$ cat config.mk
export PLATFORM = sky130hd
export DESIGN_NAME = pixel_stream_tracker
export DESIGN_NICKNAME = d
export VERILOG_FILES = /design/src/rtl/pixel_stream_tracker.sv
export SDC_FILE = /design/constraint.sdc
export NUM_CORES = 1
export LEC_CHECK = 0
export ABC_AREA = 0
export CAP_MARGIN = 10
export CORE_MARGIN = 1
export CORE_UTILIZATION = 52
export DETAILED_ROUTE_END_ITERATION = 6
export GPL_TIMING_DRIVEN = 1
export PLACE_DENSITY = 0.84
export SYNTH_ARGS = -nofsm -noshare
export SYNTH_HDL_FRONTEND = slang
export SYNTH_SLANG_ARGS = --single-unit
$ cat constraint.sdc
create_clock -name Clk -period 3.07 [get_ports Clk]
set_input_delay 0.4605 -clock Clk [delete_from_list [all_inputs] [get_ports Clk]]
set_output_delay 0.4605 -clock Clk [all_outputs]
set_load 0.02 [all_outputs]
$ cat src/rtl/pixel_stream_tracker.sv
// pixel_stream_tracker
// Registers a valid-qualified pixel stream and tags each accepted pixel with
// its column (i) and row (j). Frame/Line markers start a frame/row; with
// AUTO_LINE set, a row also wraps after WIDTH pixels. Pixels that do not fit
// the configured geometry are dropped and raise the sticky OvfErr flag.
//
// Ports
//   Clk        : clock, all state updates on the rising edge
//   Reset      : synchronous, active-high
//   Pixel      : input pixel (DATA_W)
//   PixelValid : Pixel, Frame and Line are valid this cycle
//   Frame      : this pixel is the first of a frame
//   Line       : this pixel is the first of a line
//   FrameOut   : Frame delayed by one cycle, independent of PixelValid
//   data       : registered pixel
//   DataValid  : data/i/j carry a newly accepted pixel
//   i, j       : column / row of data
//   LineEnd    : data is the last pixel of its line (i == WIDTH-1)
//   FrameEnd   : data is the last pixel of the frame
//   OvfErr     : sticky geometry error, cleared by Reset or a Frame pixel
module pixel_stream_tracker #(
    parameter int DATA_W    = 8,
    parameter int X_W       = 8,
    parameter int Y_W       = 8,
    parameter int WIDTH     = 256,
    parameter int HEIGHT    = 256,
    parameter int AUTO_LINE = 1
) (
    input  logic              Clk,
    input  logic              Reset,
    input  logic [DATA_W-1:0] Pixel,
    input  logic              PixelValid,
    input  logic              Frame,
    input  logic              Line,
    output logic              FrameOut,
    output logic [DATA_W-1:0] data,
    output logic              DataValid,
    output logic [X_W-1:0]    i,
    output logic [Y_W-1:0]    j,
    output logic              LineEnd,
    output logic              FrameEnd,
    output logic              OvfErr
);

    typedef enum logic [1:0] {
        IDLE   = 2'd0,
        ACTIVE = 2'd1,
        DONE   = 2'd2
    } state_t;

    // col holds the column of the next pixel and may reach WIDTH, hence X_W+1 bits.
    localparam logic [X_W:0]   COL_WIDTH = (X_W + 1)'(WIDTH);
    localparam logic [X_W-1:0] LAST_I    = X_W'(WIDTH - 1);
    localparam logic [Y_W-1:0] LAST_J    = Y_W'(HEIGHT - 1);

    state_t              state_q, state_d;
    logic [X_W:0]        col_q, col_d;
    logic [Y_W-1:0]      row_q, row_d;
    logic [DATA_W-1:0]   data_q, data_d;
    logic [X_W-1:0]      i_q, i_d;
    logic [Y_W-1:0]      j_q, j_d;
    logic                dv_q, dv_d;
    logic                le_q, le_d;
    logic                fe_q, fe_d;
    logic                ovf_q, ovf_d;
    logic                fo_q, fo_d;

    logic                accept;
    logic                new_line;
    logic [X_W-1:0]      acc_i;
    logic [Y_W-1:0]      acc_j;

    always_comb begin
        state_d  = state_q;
        col_d    = col_q;
        row_d    = row_q;
        data_d   = data_q;
        i_d      = i_q;
        j_d      = j_q;
        dv_d     = 1'b0;
        le_d     = 1'b0;
        fe_d     = 1'b0;
        ovf_d    = ovf_q;
        fo_d     = Frame;
        accept   = 1'b0;
        acc_i    = '0;
        acc_j    = '0;
        // A row wrap is either an explicit Line marker or, with AUTO_LINE,
        // a pixel arriving once the current row is already full.
        new_line = Line || ((AUTO_LINE != 0) && (col_q == COL_WIDTH));

        if (PixelValid) begin
            if (Frame) begin
                // Frame wins over Line and is honoured in every state.
                accept  = 1'b1;
                ovf_d   = 1'b0;
                col_d   = (X_W + 1)'(1);
                row_d   = '0;
                state_d = ACTIVE;
            end else begin
                case (state_q)
                    ACTIVE: begin
                        if (new_line) begin
                            if (row_q == LAST_J) begin
                                ovf_d   = 1'b1;
                                state_d = DONE;
                            end else begin
                                accept = 1'b1;
                                acc_j  = row_q + Y_W'(1);
                                col_d  = (X_W + 1)'(1);
                                row_d  = row_q + Y_W'(1);
                            end
                        end else if (col_q < COL_WIDTH) begin
                            accept = 1'b1;
                            acc_i  = col_q[X_W-1:0];
                            acc_j  = row_q;
                            col_d  = col_q + (X_W + 1)'(1);
                        end else begin
                            // Row full and no wrap allowed: drop, keep state.
                            ovf_d = 1'b1;
                        end
                    end
                    DONE:    ovf_d = 1'b1;
                    default: ;  // IDLE: pixels outside a frame are ignored
                endcase
            end
        end

        if (accept) begin
            data_d = Pixel;
            i_d    = acc_i;
            j_d    = acc_j;
            dv_d   = 1'b1;
            le_d   = (acc_i == LAST_I);
            fe_d   = (acc_i == LAST_I) && (acc_j == LAST_J);
            if ((acc_i == LAST_I) && (acc_j == LAST_J)) begin
                state_d = DONE;
            end
        end
    end

    always_ff @(posedge Clk) begin
        if (Reset) begin
            state_q <= IDLE;
            col_q   <= '0;
            row_q   <= '0;
            data_q  <= '0;
            i_q     <= '0;
            j_q     <= '0;
            dv_q    <= 1'b0;
            le_q    <= 1'b0;
            fe_q    <= 1'b0;
            ovf_q   <= 1'b0;
            fo_q    <= 1'b0;
        end else begin
            state_q <= state_d;
            col_q   <= col_d;
            row_q   <= row_d;
            data_q  <= data_d;
            i_q     <= i_d;
            j_q     <= j_d;
            dv_q    <= dv_d;
            le_q    <= le_d;
            fe_q    <= fe_d;
            ovf_q   <= ovf_d;
            fo_q    <= fo_d;
        end
    end

    assign FrameOut  = fo_q;
    assign data      = data_q;
    assign DataValid = dv_q;
    assign i         = i_q;
    assign j         = j_q;
    assign LineEnd   = le_q;
    assign FrameEnd  = fe_q;
    assign OvfErr    = ovf_q;

endmodule

# Word level (Yosys, flattened, before mapping)
# Index checks and enable logic that the tools add are counted.
[op_classes]
magnitude_cmp = 1
n_reduce_logical = 10
bitwise = 1
n_mux = 39
n_addsub = 2
n_eq_ne = 10
[op_table]
columns = ["cell", "n"]
rows = [
  ["2-to-1 mux 8 bit", 15],
  ["2-to-1 mux 9 bit", 5],
  ["== test 8 bit, second input constant", 3],
  ["2-to-1 mux 2 bit", 7],
  ["AND reduction 4 bit", 3],
  ["2-to-1 mux 1 bit", 11],
  ["adder 9 x 1 -> 9 bit, second input constant", 1],
  ["== test 9 bit, second input constant", 1],
  ["< comparator 9 bit, second input constant", 1],
  ["adder 8 x 1 -> 8 bit, second input constant", 1],
  ["inequality test 4 bit, second input constant", 2],
  ["nonzero test 3 bit", 2],
  ["nonzero test 2 bit", 2],
  ["inequality test 3 bit, second input constant", 1],
  ["== test 2 x 1 -> 1 bit, second input constant", 1],
  ["== test 2 bit, second input constant", 1],
  ["inequality test 2 bit, second input constant", 1],
  ["one-hot mux 1 bit (2 select lines)", 1],
  ["OR reduction 2 bit", 1],
  ["logical AND 1 bit", 1],
  ["logical OR 1 bit", 1],
  ["inverter 1 bit", 1],
]
[totals]
in_bits = 13
word_cells = 74
ff_bits = 48
out_inout_bits = 29

# Depth between registers and ports, before layout
[logic_depth]
depth_word = 10
ltp_mapped = 10
depth_no_buf = 8

# Least setup slack after synthesis
# No wires, ideal clock.
[synth_timing]
path_kind = "register to register"
start = "reg row_q[0]"
end = "reg state_q[0]"
stages_incl_launch_ff = 9
setup_ps = 115
synth_period_minus_slack_ps = 2220
arrival_time_ps = 2105
slack_ps = 850
t_required_ps = 2955
cell_sequence = "dfxtp_1 > ha_1 > and3_1 > buf_6 > and3_4 > a31o_1 > or4_4 > nand2b_4 > o21ba_1"
[synth_via]
elab_chain_len = 10
elab_cells_between_ends = 22
[synth_lines]
columns = ["item", "line", "source"]
rows = [
  ["start, declared", "58", "logic [Y_W-1:0] row_q, row_d;"],
  ["start signal, assigned", "158", "row_q <= row_d;"],
  ["adder 8 x 1 -> 8 bit or == test 8 bit (tied branches)", "109, 104", ""],
  ["2-to-1 mux 8 bit", "104", "if (row_q == LAST_J) begin"],
  ["2-to-1 mux 8 bit", "103", "if (new_line) begin"],
  ["2-to-1 mux 8 bit", "101", "case (state_q)"],
  ["2-to-1 mux 8 bit", "93", "if (Frame) begin"],
  ["2-to-1 mux 8 bit", "92", "if (PixelValid) begin"],
  ["== test 8 bit", "136", "if ((acc_i == LAST_I) && (acc_j == LAST_J)) begin"],
  ["logical AND 1 bit", "136", ""],
  ["2-to-1 mux 2 bit", "136", ""],
  ["2-to-1 mux 2 bit *", "129", "if (accept) begin"],
  ["end signal, assigned", "156", "state_q <= state_d;"],
  ["end, declared", "56", "state_t state_q, state_d;"],
]
# Every way passes the cells marked *; elsewhere a longest branch is shown, timed or not.
# A chain may end at the register's enable or synchronous reset.

# Worst setup path after layout
# Same ends and word-level chain as after synthesis.

==> run_results.csv <==
group,metric,value,unit
layout,seqCellArea,961,um^2
sta,slew_viol_final,0,
grt,grt_pass1_wl,8.89,mm
die,boundaryPins,42,
worst_setup_path,path_max_fanout,7,
placement,post-place-ws,0.428,ns
die,start_util,54.2,%
placement,io_buffers,41,
clock_tree,insertion_delay,0.30,ns
worst_setup_path,r2r_setup_slack,0.58,ns
placement,dp_cells,344,
sta,setup_slack,0.577,ns
die,coreArea,4350,um^2
worst_setup_path,r2r-end,"state_q[0]$_SDFF_PP0_",
logic_synthesis,ys_async_sr_fraction,0,%
logic_synthesis,synth_most_common_cell,"dfxtp_1",
route,wl_per_cell,15.1,um
placement,gp_congestion,0.911,
layout,multi_input_area,1230,um^2
sta,min_period,2.49,ns
route,dr_total_vias,2068,
sta,period_share,81.2,%
worst_setup_path,r2r_start,"row_q[0]$_SDFFE_PP0P_",
min_path,hold_end,"j[4]$_SDFFE_PP0P_",
clock_tree,clock_tree.root_cell,"clkbuf_8",
sta,setup_viol,0,
route,drc,0,
logic_synthesis,yosys_warnings,0,
min_path,holdCritPathClass,"reg2reg",
sta,maxSlewHeadroom,55.6,%
logic_synthesis,syn-num-nets,280,
layout,antenna_cells,0,
logic_synthesis,syn_area,2360,um^2
clock_tree,cts_hold_buf,0,
worst_setup_path,critical_path_arrival,2.69,ns
grt,grt.overflow.total,0,
logic_synthesis,yosysTopAreaCellShare,40.7,%
worst_setup_path,critPathLaunchType,"flip-flop",
logic_synthesis,synth_edf_count,0,
sta,max_freq,401,MHz
route,first_iter_violations,235,
logic_synthesis,syn_avg_cell_area,8.93,um^2
logic_synthesis,yosysTopAreaCell,"dfxtp_1",
logic_synthesis,ys_types,53,
sta,setup_tns,0,ns
grt,antenna_found_initial,0,
power,power.density,434,nW/um^2
route,routed_via_density,5.88,
worst_setup_path,r2r_cells,7,
layout,postLayoutCoreUtil,65.5,%
worst_setup_path,crit_type,"reg2reg",
logic_synthesis,synth_cells,264,
logic_synthesis,synthTopCellsByArea,"dfxtp_1, nor2_1, a22oi_1",
sta,hold-worst-slack,0.471,ns
layout,drive_gt1_share,10.3,%
min_path,hp-start,"j[4]$_SDFFE_PP0P_",
logic_synthesis,synth_common_cells,"dfxtp_1, nor2_1, a21oi_1, a22oi_1, nand2_1",
clock_tree,cts_resized,0,
route,ant_nets,0,
power,p_leak,1.02,nW
layout,final_nets,315,
clock_tree,clock-sinks,48,
clock_tree,clockBufferDepth,2,
worst_setup_path,worstSetupEndpointType,"flip-flop",
logic_synthesis,synth-seq-area-share,40.7,%
route,first_pass_iters,4,
worst_setup_path,worstPathRequired,3.26,ns
clock_tree,path_clk_slew,0.09,ns
placement,dpl.hpwl,3.89,mm
clock_tree,htreeDepth,2,
sta,rsz0062_at_grt,"false",
grt,grt_pass1_vias,1857,
clock_tree,cts_tree,"built",
min_path,holdPathStages,2,
grt,grt_usage,22.9,%
sta,hold_viol,0,
layout,fill_cells,345,
layout,syn2layout_area_growth,21.0,%
power,irDropWorstVdd,0.347,mV
die,die_x,69.3,um
grt,grt_max_degree,29,
sta,fin_skew,0.00384,ns
die,fp.dieH,69.3,um
clock_tree,numCtsBuffers,5,
sta,tightest_slew,0.664,ns
run,cap_violations,0,
clock_tree,cts_setup_buffers,0,
die,die_area,4810,um^2
die,rows,24,
layout,fin_cells,352,
logic_synthesis,synth_ff_type,"dfxtp_1",
logic_synthesis,ys_seq_elements,48,
run_status,status,"finished clean",
route,wirelength,5.33,mm
[how the worst max path moves through the flow]
stage | end | slack, ns | from | depth (start not counted)
CTS | state_q[0]$_SDFF_PP0_ | 0.60 | row_q[0]$_SDFFE_PP0P_ | 7
detailed placement | state_q[0]$_SDFF_PP0_ | 0.43 | Frame | 6
global route | state_q[0]$_SDFF_PP0_ | 0.45 | row_q[0]$_SDFFE_PP0P_ | 7
floorplan | state_q[0]$_SDFF_PP0_ | 0.85 | row_q[0]$_SDFFE_PP0P_ | 8
global placement | FrameEnd$_SDFF_PP0_ | 0.47 | Line | 7
finish | state_q[0]$_SDFF_PP0_ | 0.58 | row_q[0]$_SDFFE_PP0P_ | 7
[cell usage in the layout (no fill, tap or decap), types with 7 or more instances in the layout]
cell type / n
a21oi_1: 16
a22oi_1: 16
buf_4: 7
clkdlybuf4s50_1: 41
dfxtp_1: 48
mux2i_1: 11
nand2_1: 15
nor2_1: 45
nor3_1: 9
o21ai_0: 7
[layer usage]
layer,global-route usage [%],part of all wire (%)
met5,0,0
met4,5.22,0.43
met3,6.54,6.7
met2,36.6,49
met1,30.5,44
[worst max-delay path, stage by stage, from the launching register on]
cell	delay [ns]
dfxtp_1	0.46
ha_1	0.30
and3_1	0.30
a21oi_1	0.09
a311oi_1	0.20
o21ai_0	0.20
or4_1	0.63
o21ba_1	0.21
[cell families (layout without fill, tap and decap cells)]
| family | count (synthesis) | in the layout | synth area share [%] |
|---|---|---|---|
| fa+ha+maj | 3 | 3 | 1.59 |
| simple gates | 107 | 107 | 24.1 |
| xor+xnor | 7 | 7 | 2.60 |
| compound gates | 64 | 64 | 19.4 |
| mux | 11 | 11 | 4.67 |
| flops | 48 | 48 | 40.7 |
| buf+inv | 24 | 60 | 6.95 |
[sequential cells by signal (all words and copies together), names as in the netlist]
register	flops
col_q	9
data	8
i	8
j	8
row_q	8
state_q	2
DataValid	1
FrameEnd	1
FrameOut	1
LineEnd	1
OvfErr	1
[power by group]
| part | switching, W | internal (W) |
|---|---|---|
| Sequential | 0.00000805 | 0.000635 |
| Clock | 0.000211 | 0.000245 |
| Combinational | 0.0000763 | 0.0000621 |
| Total | 0.000295 | 0.000942 |
[metrics by stage]
step / power (W) / cell area [um^2]
after global routing: 0.00129 / 2850
after CTS: 0.00125 / 2850
final: 0.00124 / 2850
after floorplan: 0.000747 / 2360
after global placement: 0.000794 / 2740
after detailed placement: 0.000795 / 2740
[area by class of cell]
| class | instances | area share, % |
|---|---|---|
| Tap cell | 52 | 2.28 |
| Sequential cell | 48 | 33.7 |
| Inverter | 4 | 0.526 |
| Timing Repair Buffer | 48 | 16.2 |
| Clock inverter | 3 | 1.62 |
| Multi-Input combinational cell | 192 | 43.2 |
| Clock buffer | 5 | 2.41 |
No activity file was read; power rests on OpenSTA's default activity.
